### config.mk
export PLATFORM = sky130hd
export DESIGN_NAME = csel_subtractor_pipe
export DESIGN_NICKNAME = d
export VERILOG_FILES = /design/src/rtl/csel_pkg.sv /design/src/rtl/csel_block.sv /design/src/rtl/csel_subtractor_pipe.sv
export SDC_FILE = /design/constraint.sdc
export NUM_CORES = 1
export LEC_CHECK = 0
export BUFFER_PORTS_ARGS = -buffer_cell sky130_fd_sc_hd__buf_4
export CAP_MARGIN = 20
export CORE_MARGIN = 1.5
export CORE_UTILIZATION = 35
export CTS_CLUSTER_SIZE = 14
export DETAILED_ROUTE_END_ITERATION = 7
export GPL_TIMING_DRIVEN = 0
export SYNTH_ARGS = -nofsm -noshare
export SYNTH_HDL_FRONTEND = slang
export SYNTH_SLANG_ARGS = --single-unit
export TNS_END_PERCENT = 20
### constraint.sdc
create_clock -name clk -period 2.9 [get_ports clk]
set_input_delay 0.87 -clock clk [delete_from_list [all_inputs] [get_ports clk]]
set_output_delay 0.87 -clock clk [all_outputs]
set_load 0.005 [all_outputs]
### src/rtl/csel_pkg.sv
// Shared helpers for the carry-select subtractor: block count, candidate record, geometry check.
package csel_pkg;

    localparam int BLOCK_MAX = 16;

    function automatic int block_count(input int width, input int block);
        return width / block;
    endfunction

    function automatic bit geometry_ok(input int width, input int block);
        return (block > 0) && (block <= BLOCK_MAX) && ((width % block) == 0) && ((width / block) >= 2);
    endfunction

    // Only the low BLOCK bits of each sum field are meaningful.
    typedef struct packed {
        logic [BLOCK_MAX-1:0] sum0;
        logic                 c0;
        logic [BLOCK_MAX-1:0] sum1;
        logic                 c1;
    } cand_t;

endpackage

### src/rtl/csel_block.sv
// BLOCK-bit adder pair: both candidate sums and carry-outs, for carry-in 0 and carry-in 1.
module csel_block #(
    parameter int BLOCK = 4
) (
    input  logic [BLOCK-1:0] x,
    input  logic [BLOCK-1:0] y,
    output logic [BLOCK-1:0] sum0,
    output logic             c0,
    output logic [BLOCK-1:0] sum1,
    output logic             c1
);

    assign {c0, sum0} = {1'b0, x} + {1'b0, y};
    assign {c1, sum1} = {1'b0, x} + {1'b0, y} + (BLOCK+1)'(1);

endmodule

### src/rtl/csel_subtractor_pipe.sv
// Two-stage carry-select subtractor diff = a - b - bin on a valid/ready stream.
// Stage 1 builds per-block candidates of a + ~b, stage 2 resolves the select chain.
module csel_subtractor_pipe
    import csel_pkg::*;
#(
    parameter int WIDTH = 16,
    parameter int BLOCK = 4
) (
    input  logic             clk,
    input  logic             rst,
    input  logic             in_valid,
    output logic             in_ready,
    input  logic [WIDTH-1:0] a,
    input  logic [WIDTH-1:0] b,
    input  logic             bin,
    output logic             out_valid,
    input  logic             out_ready,
    output logic [WIDTH-1:0] diff,
    output logic             bout,
    output logic             ovf,
    output logic             zero
);

    localparam int NB = block_count(WIDTH, BLOCK);

    if (!geometry_ok(WIDTH, BLOCK)) begin : g_bad_geometry
        $error("csel_subtractor_pipe: WIDTH must be a multiple of BLOCK with at least two blocks");
    end

    logic             s1_valid;
    cand_t            s1_cand [NB];
    logic             s1_a_msb;
    logic             s1_b_msb;
    logic             s2_can_load;
    logic             s1_adv;
    logic             in_fire;
    logic [WIDTH-1:0] nb;
    logic [BLOCK-1:0] blk_sum0 [NB];
    logic [BLOCK-1:0] blk_sum1 [NB];
    logic             blk_c0   [NB];
    logic             blk_c1   [NB];
    cand_t            cand_next [NB];
    logic [WIDTH-1:0] res;
    logic             res_carry;
    logic             unused_cand;

    assign s2_can_load = ~out_valid | out_ready;
    assign s1_adv      = s1_valid & s2_can_load;
    assign in_ready    = ~s1_valid | s2_can_load;
    assign in_fire     = in_valid & in_ready;
    assign nb          = ~b;

    for (genvar k = 0; k < NB; k++) begin : g_blk
        csel_block #(.BLOCK(BLOCK)) u_blk (
            .x    (a[k*BLOCK +: BLOCK]),
            .y    (nb[k*BLOCK +: BLOCK]),
            .sum0 (blk_sum0[k]),
            .c0   (blk_c0[k]),
            .sum1 (blk_sum1[k]),
            .c1   (blk_c1[k])
        );
    end

    // Block 0 is resolved immediately with carry-in = ~bin; its result lives in the sum0/c0 slot.
    always_comb begin
        for (int k = 0; k < NB; k++) begin
            cand_next[k] = '0;
            if (k == 0) begin
                cand_next[k].sum0[BLOCK-1:0] = bin ? blk_sum0[k] : blk_sum1[k];
                cand_next[k].c0              = bin ? blk_c0[k]   : blk_c1[k];
            end else begin
                cand_next[k].sum0[BLOCK-1:0] = blk_sum0[k];
                cand_next[k].c0              = blk_c0[k];
                cand_next[k].sum1[BLOCK-1:0] = blk_sum1[k];
                cand_next[k].c1              = blk_c1[k];
            end
        end
    end

    always_comb begin
        res       = '0;
        res_carry = s1_cand[0].c0;
        res[BLOCK-1:0] = s1_cand[0].sum0[BLOCK-1:0];
        for (int k = 1; k < NB; k++) begin
            res[k*BLOCK +: BLOCK] = res_carry ? s1_cand[k].sum1[BLOCK-1:0] : s1_cand[k].sum0[BLOCK-1:0];
            res_carry             = res_carry ? s1_cand[k].c1 : s1_cand[k].c0;
        end
    end

    always_comb begin
        unused_cand = 1'b0;
        for (int k = 0; k < NB; k++) begin
            unused_cand = unused_cand ^ (^s1_cand[k]);
        end
    end

    always_ff @(posedge clk or posedge rst) begin
        if (rst) begin
            s1_valid <= 1'b0;
            s1_a_msb <= 1'b0;
            s1_b_msb <= 1'b0;
            for (int k = 0; k < NB; k++) begin
                s1_cand[k] <= '0;
            end
        end else begin
            if (in_fire) begin
                s1_valid <= 1'b1;
                s1_a_msb <= a[WIDTH-1];
                s1_b_msb <= b[WIDTH-1];
                for (int k = 0; k < NB; k++) begin
                    s1_cand[k] <= cand_next[k];
                end
            end else if (s1_adv) begin
                s1_valid <= 1'b0;
            end
        end
    end

    always_ff @(posedge clk or posedge rst) begin
        if (rst) begin
            out_valid <= 1'b0;
            diff      <= '0;
            bout      <= 1'b0;
            ovf       <= 1'b0;
            zero      <= 1'b0;
        end else begin
            if (s1_adv) begin
                out_valid <= 1'b1;
                diff      <= res;
                bout      <= ~res_carry;
                zero      <= (res == '0);
                ovf       <= (s1_a_msb != s1_b_msb) && (res[WIDTH-1] != s1_a_msb);
            end else if (out_ready) begin
                out_valid <= 1'b0;
            end
        end
    end

endmodule

**Word-level counts from Yosys, hierarchy flattened**

Index checks and enable logic that the tools add are counted.

- Bits in registers: 58
- Bits of input ports: 37
- Output and inout bits: 21
- Logic and storage cells: 56

- Equal/unequal tests: 2
- Reductions and logical operators: 4
- Bitwise gates (word level): 8
- Muxes and demuxes: 12
- Add/subtract/negate cells: 8

Operators by type and width:

| kind | count |
|---|---|
| $add A4 B4 Y5 | 4 |
| $add A5 B1 Y5 const B | 4 |
| $logic_not A16 Y1 | 1 |
| $mux W4 | 4 |
| $not A16 Y16 | 1 |
| $mux W1 | 8 |
| $reduce_bool A2 Y1 | 2 |
| $not A1 Y1 | 3 |
| $and A1 B1 Y1 | 2 |
| $ne A1 B1 Y1 | 2 |
| $or A1 B1 Y1 | 2 |
| $logic_and A1 B1 Y1 | 1 |

**Depth between registers and ports, before layout**

- Depth after elaboration: 5
- Gate-level depth with buffers: 10
- Gate-level depth less buffers: 10

**Hierarchy**

From an unflattened synthesis, not the netlist that was laid out.

- Cells, all modules: 287
- Area, all modules: 3301.9 um2

Modules (own cells, without submodules):

| module | area each (um2) | instances | cells an instance | sequential area each (um2) |
|---|---|---|---|---|
| csel_subtractor_pipe | 2521.2 | 1 | 207 | 1451.4 |
| csel_block | 195.2 | 4 | 20 | 0.0 |

**Least setup slack after synthesis**

No wires, ideal clock.

- Path type: in2reg
- Start: in b[4]
- End: reg s1_cand[68] in the netlist's numbering
- Path slack: 0.113 ns
- Required time: 2.813 ns
- Stages: 10
- Setup time: 0.087 ns
- Path buffers: 0
- Arrival: 2.700 ns
- Cell sequence: inv_1 > ha_1 > inv_1 > fa_1 > inv_1 > ha_1 > nand2_1 > a2111o_1 > a2111o_1 > o211ai_1

RTL lines:

| item | RTL line | RTL |
|---|---|---|
| start, declared | csel_subtractor_pipe.sv:14 | `input logic [WIDTH-1:0] b,` |
| end signal, assigned by index | csel_subtractor_pipe.sv:111 | `s1_cand[k] <= cand_next[k];` |
| end, declared | csel_subtractor_pipe.sv:31 | `cand_t s1_cand [NB];` |

==> impl_metrics.env <==
export IMPL_nNetsFinal=482
export IMPL_worst_slew_pin_slew_ps=649.9
export IMPL_ant_nets=0
export IMPL_gp_congestion=0.8090
export IMPL_rsz0062_at_grt="false"
export IMPL_hold_viol=0
export IMPL_critPathLaunchType="input pin"
export IMPL_cp_end_kind="flop"
export IMPL_async_flop_share_pct=100.0
export IMPL_final_setup_tns_ps=0
export IMPL_grt_max_degree=43
export IMPL_worst_ep_arrival_time_ps=2980
export IMPL_port_buffers=57
export IMPL_post_cts_resized=0
export IMPL_wirelength_um=7475
export IMPL_cts_buffers=9
export IMPL_maxCapViolations=0
export IMPL_synth_seq_cells=58
export IMPL_rr_worst_depth=5
export IMPL_p_leak_nw=2.071
export IMPL_die_w_um=101.6
export IMPL_viasPerCell=4.867
export IMPL_n_antenna_cell=0
export IMPL_core_area_mm2=0.009328
export IMPL_post_cts_buffers=0
export IMPL_grt_use_total_pct=15.84
export IMPL_required_ps=3160
export IMPL_reg2reg_slack_ps=720
export IMPL_wire_per_inst_um=13.47
export IMPL_num_vias=2701
export IMPL_synth_top_area_share_pct=42.68
export IMPL_r2r_end="bout"
export IMPL_drc=0
export IMPL_start_util_pct=36.46
export IMPL_synth_top_family_by_area="compound AO/OA/AOI/OAI gates"
export IMPL_synthTopCellsByArea="dfrtp_1, nand2_1, ha_1, o21ai_0, mux2i_1"
export IMPL_ys_seq_area_share_pct=42.68
export IMPL_path_max_fanout=3
export IMPL_drt_iter0_markers=79
export IMPL_synth_edff_count=0
export IMPL_syn_nets=413
export IMPL_cts_root_buf="clkbuf_8"
export IMPL_synth_cell_type_count=40
export IMPL_vdd_drop_max_mv=0.2833
export IMPL_hold_path_class="flop to flop"
export IMPL_fp_row_count=35
export IMPL_r2r_start="s1_cand[119]"
export IMPL_syn_to_final_growth_pct=23.84
export IMPL_critPathLaunch="b[12]"
export IMPL_dieArea_mm2=0.01032
export IMPL_antenna_found_initial=0
export IMPL_clk_path_buf_depth=2
export IMPL_synth_fa_ha_area_share_pct=9.713
export IMPL_synth_largest_area_cell="dfrtp_1"
export IMPL_powerDensity_mw_per_mm2=631.0
export IMPL_dp_hpwl_um=5751
export IMPL_overflow=0
export IMPL_synth_compound_area_share_pct=15.01
export IMPL_h_tree_depth=3
export IMPL_die_h_um=101.6
export IMPL_drive_gt1_share_pct=19.95
export IMPL_grt_pass1_wl_um=12430
export IMPL_synth_area_mm2=0.003401
export IMPL_avgSynthCellArea_um2=9.661
export IMPL_maxSlewHeadroom_pct=55.43
export IMPL_status="complete, no violations"
export IMPL_synthSimpleGateAreaFrac_pct=14.61
export IMPL_path_class="input pin to flop"
export IMPL_cts_tree="done"
export IMPL_num_io_pins=58
export IMPL_cts_sinks=58
export IMPL_clock_skew_ps=6.567
export IMPL_layout_min_cycle_time_ps=2729
export IMPL_setup_viol=0
export IMPL_synth_ff_type="dfrtp_1"
export IMPL_hold_ws_ps=476.6
export IMPL_fmax_mhz=366.4
export IMPL_detailedRoute_firstPassIterationCount=4
export IMPL_hold_buffers=0
export IMPL_grt_pass1_vias=2667
export IMPL_synth_area_mux_share_pct=7.726
export IMPL_period_share_pct=94.10
export IMPL_finalMaxSlewViolations=0
export IMPL_clk_pin_slew_ps=60
export IMPL_endpoint="s1_cand[0]"
export IMPL_ys_warn_count=0
export IMPL_syn_inst=352
export IMPL_clk_latency_ps=350
export IMPL_synthXorXnorAreaFrac_pct=5.077
==> per-stage QoR <==
stage               total power, W  cells  utilization [%]  instance area (um^2)  setup slack, ps
floorplan                 0.001616    352                -                  3401            112.9
global placement          0.001924    538            42.78                  3990           -139.1
detailed placement        0.001948    539            42.99                  4010           -170.8
CTS                       0.002692    555            45.15                  4212            188.9
global route              0.002841    555            45.15                  4212            43.41
finish                    0.002658    555            45.15                  4212            171.0
==> routing by layer <==
layer / global-route usage (%) / wire length, um / vias to the layer above
met4: 6.838 / 147 / 0
met2: 26.67 / 3619 / 44
met3: 2.692 / 212 / 13
met1: 20.02 / 3496 / 1293
met5: 0 / 0 / -
li1: - / - / 1351
==> worst max-delay path, cell delays in order <==
cell and delay [ps]:
buf_4 110, inv_1 40, ha_1 180, inv_1 70, fa_1 500, inv_1 90, ha_1 150, nand2_1 60
a2111o_1 400, a2111o_1 420, o211ai_1 100
==> registers in the layout, indices dropped and copies added (netlist names) <==
signal / flops
res: 4
s1_b_msb: 1
s1_a_msb: 1
s1_valid: 1
s1_cand: 31
bout: 1
out_valid: 1
diff: 16
ovf: 1
zero: 1
==> power by group <==
| group | leakage [nW] | switching [W] | total, W | internal, W |
|---|---|---|---|---|
| Combinational | 1.25 | 0.000364 | 0.000770 | 0.000407 |
| Sequential | 0.711 | 0.000141 | 0.00115 | 0.00101 |
| Clock | 0.106 | 0.000312 | 0.000738 | 0.000426 |
==> logic make-up (layout without fill, tap and decap cells) <==
logic type / Yosys count / count (layout)
xor+xnor: 15 / 15
flops: 58 / 58
compound gates: 78 / 78
simple gates: 108 / 108
buf+inv: 45 / 119
mux: 24 / 24
fa+ha+maj: 24 / 24
==> cells in the mapped netlist (4+ instances only) <==
cell type,number
inv_1,34
nand3_1,4
xor2_1,8
mux2_2,8
clkbuf_1,10
a21o_1,7
nor2b_1,5
dfrtp_1,58
mux2i_1,15
ha_1,20
o21ai_0,37
nor4_1,5
nand2b_1,5
a21oi_1,8
o211ai_1,4
nand2_1,72
a2111o_1,9
nor3b_1,4
xnor2_1,4
fa_1,4
==> layout make-up <==
type / count / area [um^2]
fillers: 919 / 5116
clock inverters: 1 / 5.005
clock buffers: 15 / 196.4
plain buffers: 11 / 48.80
well taps: 129 / 161.4
flip-flops and latches: 58 / 1451
inverters: 34 / 127.6
multi-input cells: 249 / 1773
repair buffers: 58 / 447.9
==> placed cells by master (no fill, tap or decap), types with 2 or more instances in the layout <==
cell type / count
nand2_1: 72
dfrtp_1: 58
buf_4: 57
o21ai_0: 37
inv_1: 33
ha_1: 20
mux2i_1: 15
clkbuf_8: 14
clkbuf_1: 11
a2111o_1: 9
xor2_1: 8
mux2_2: 8
a21oi_1: 8
a21o_1: 7
nand2b_1: 5
nor4_1: 5
nor2b_1: 5
xnor2_1: 4
nand3_1: 4
nor3b_1: 4
o211ai_1: 4
fa_1: 4
and2_1: 3
xnor3_1: 3
a2111oi_0: 3
o21a_1: 3
nand3b_1: 2
nor2_1: 2
or4_1: 2
==> worst min-delay path by stage <==
stage                           start          end  slack (ps)  cells past startpoint
final                     s1_cand[17]  s1_cand[17]         480                      2
after floorplan           s1_cand[17]  s1_cand[17]         440                      2
after global routing         diff[11]     diff[11]         520                      2
after CTS                 s1_cand[17]  s1_cand[17]         480                      2
after detailed placement  s1_cand[17]  s1_cand[17]         470                      2
after global placement    s1_cand[17]  s1_cand[17]         460                      2
Note: power is estimated with default switching activity, not from simulation.
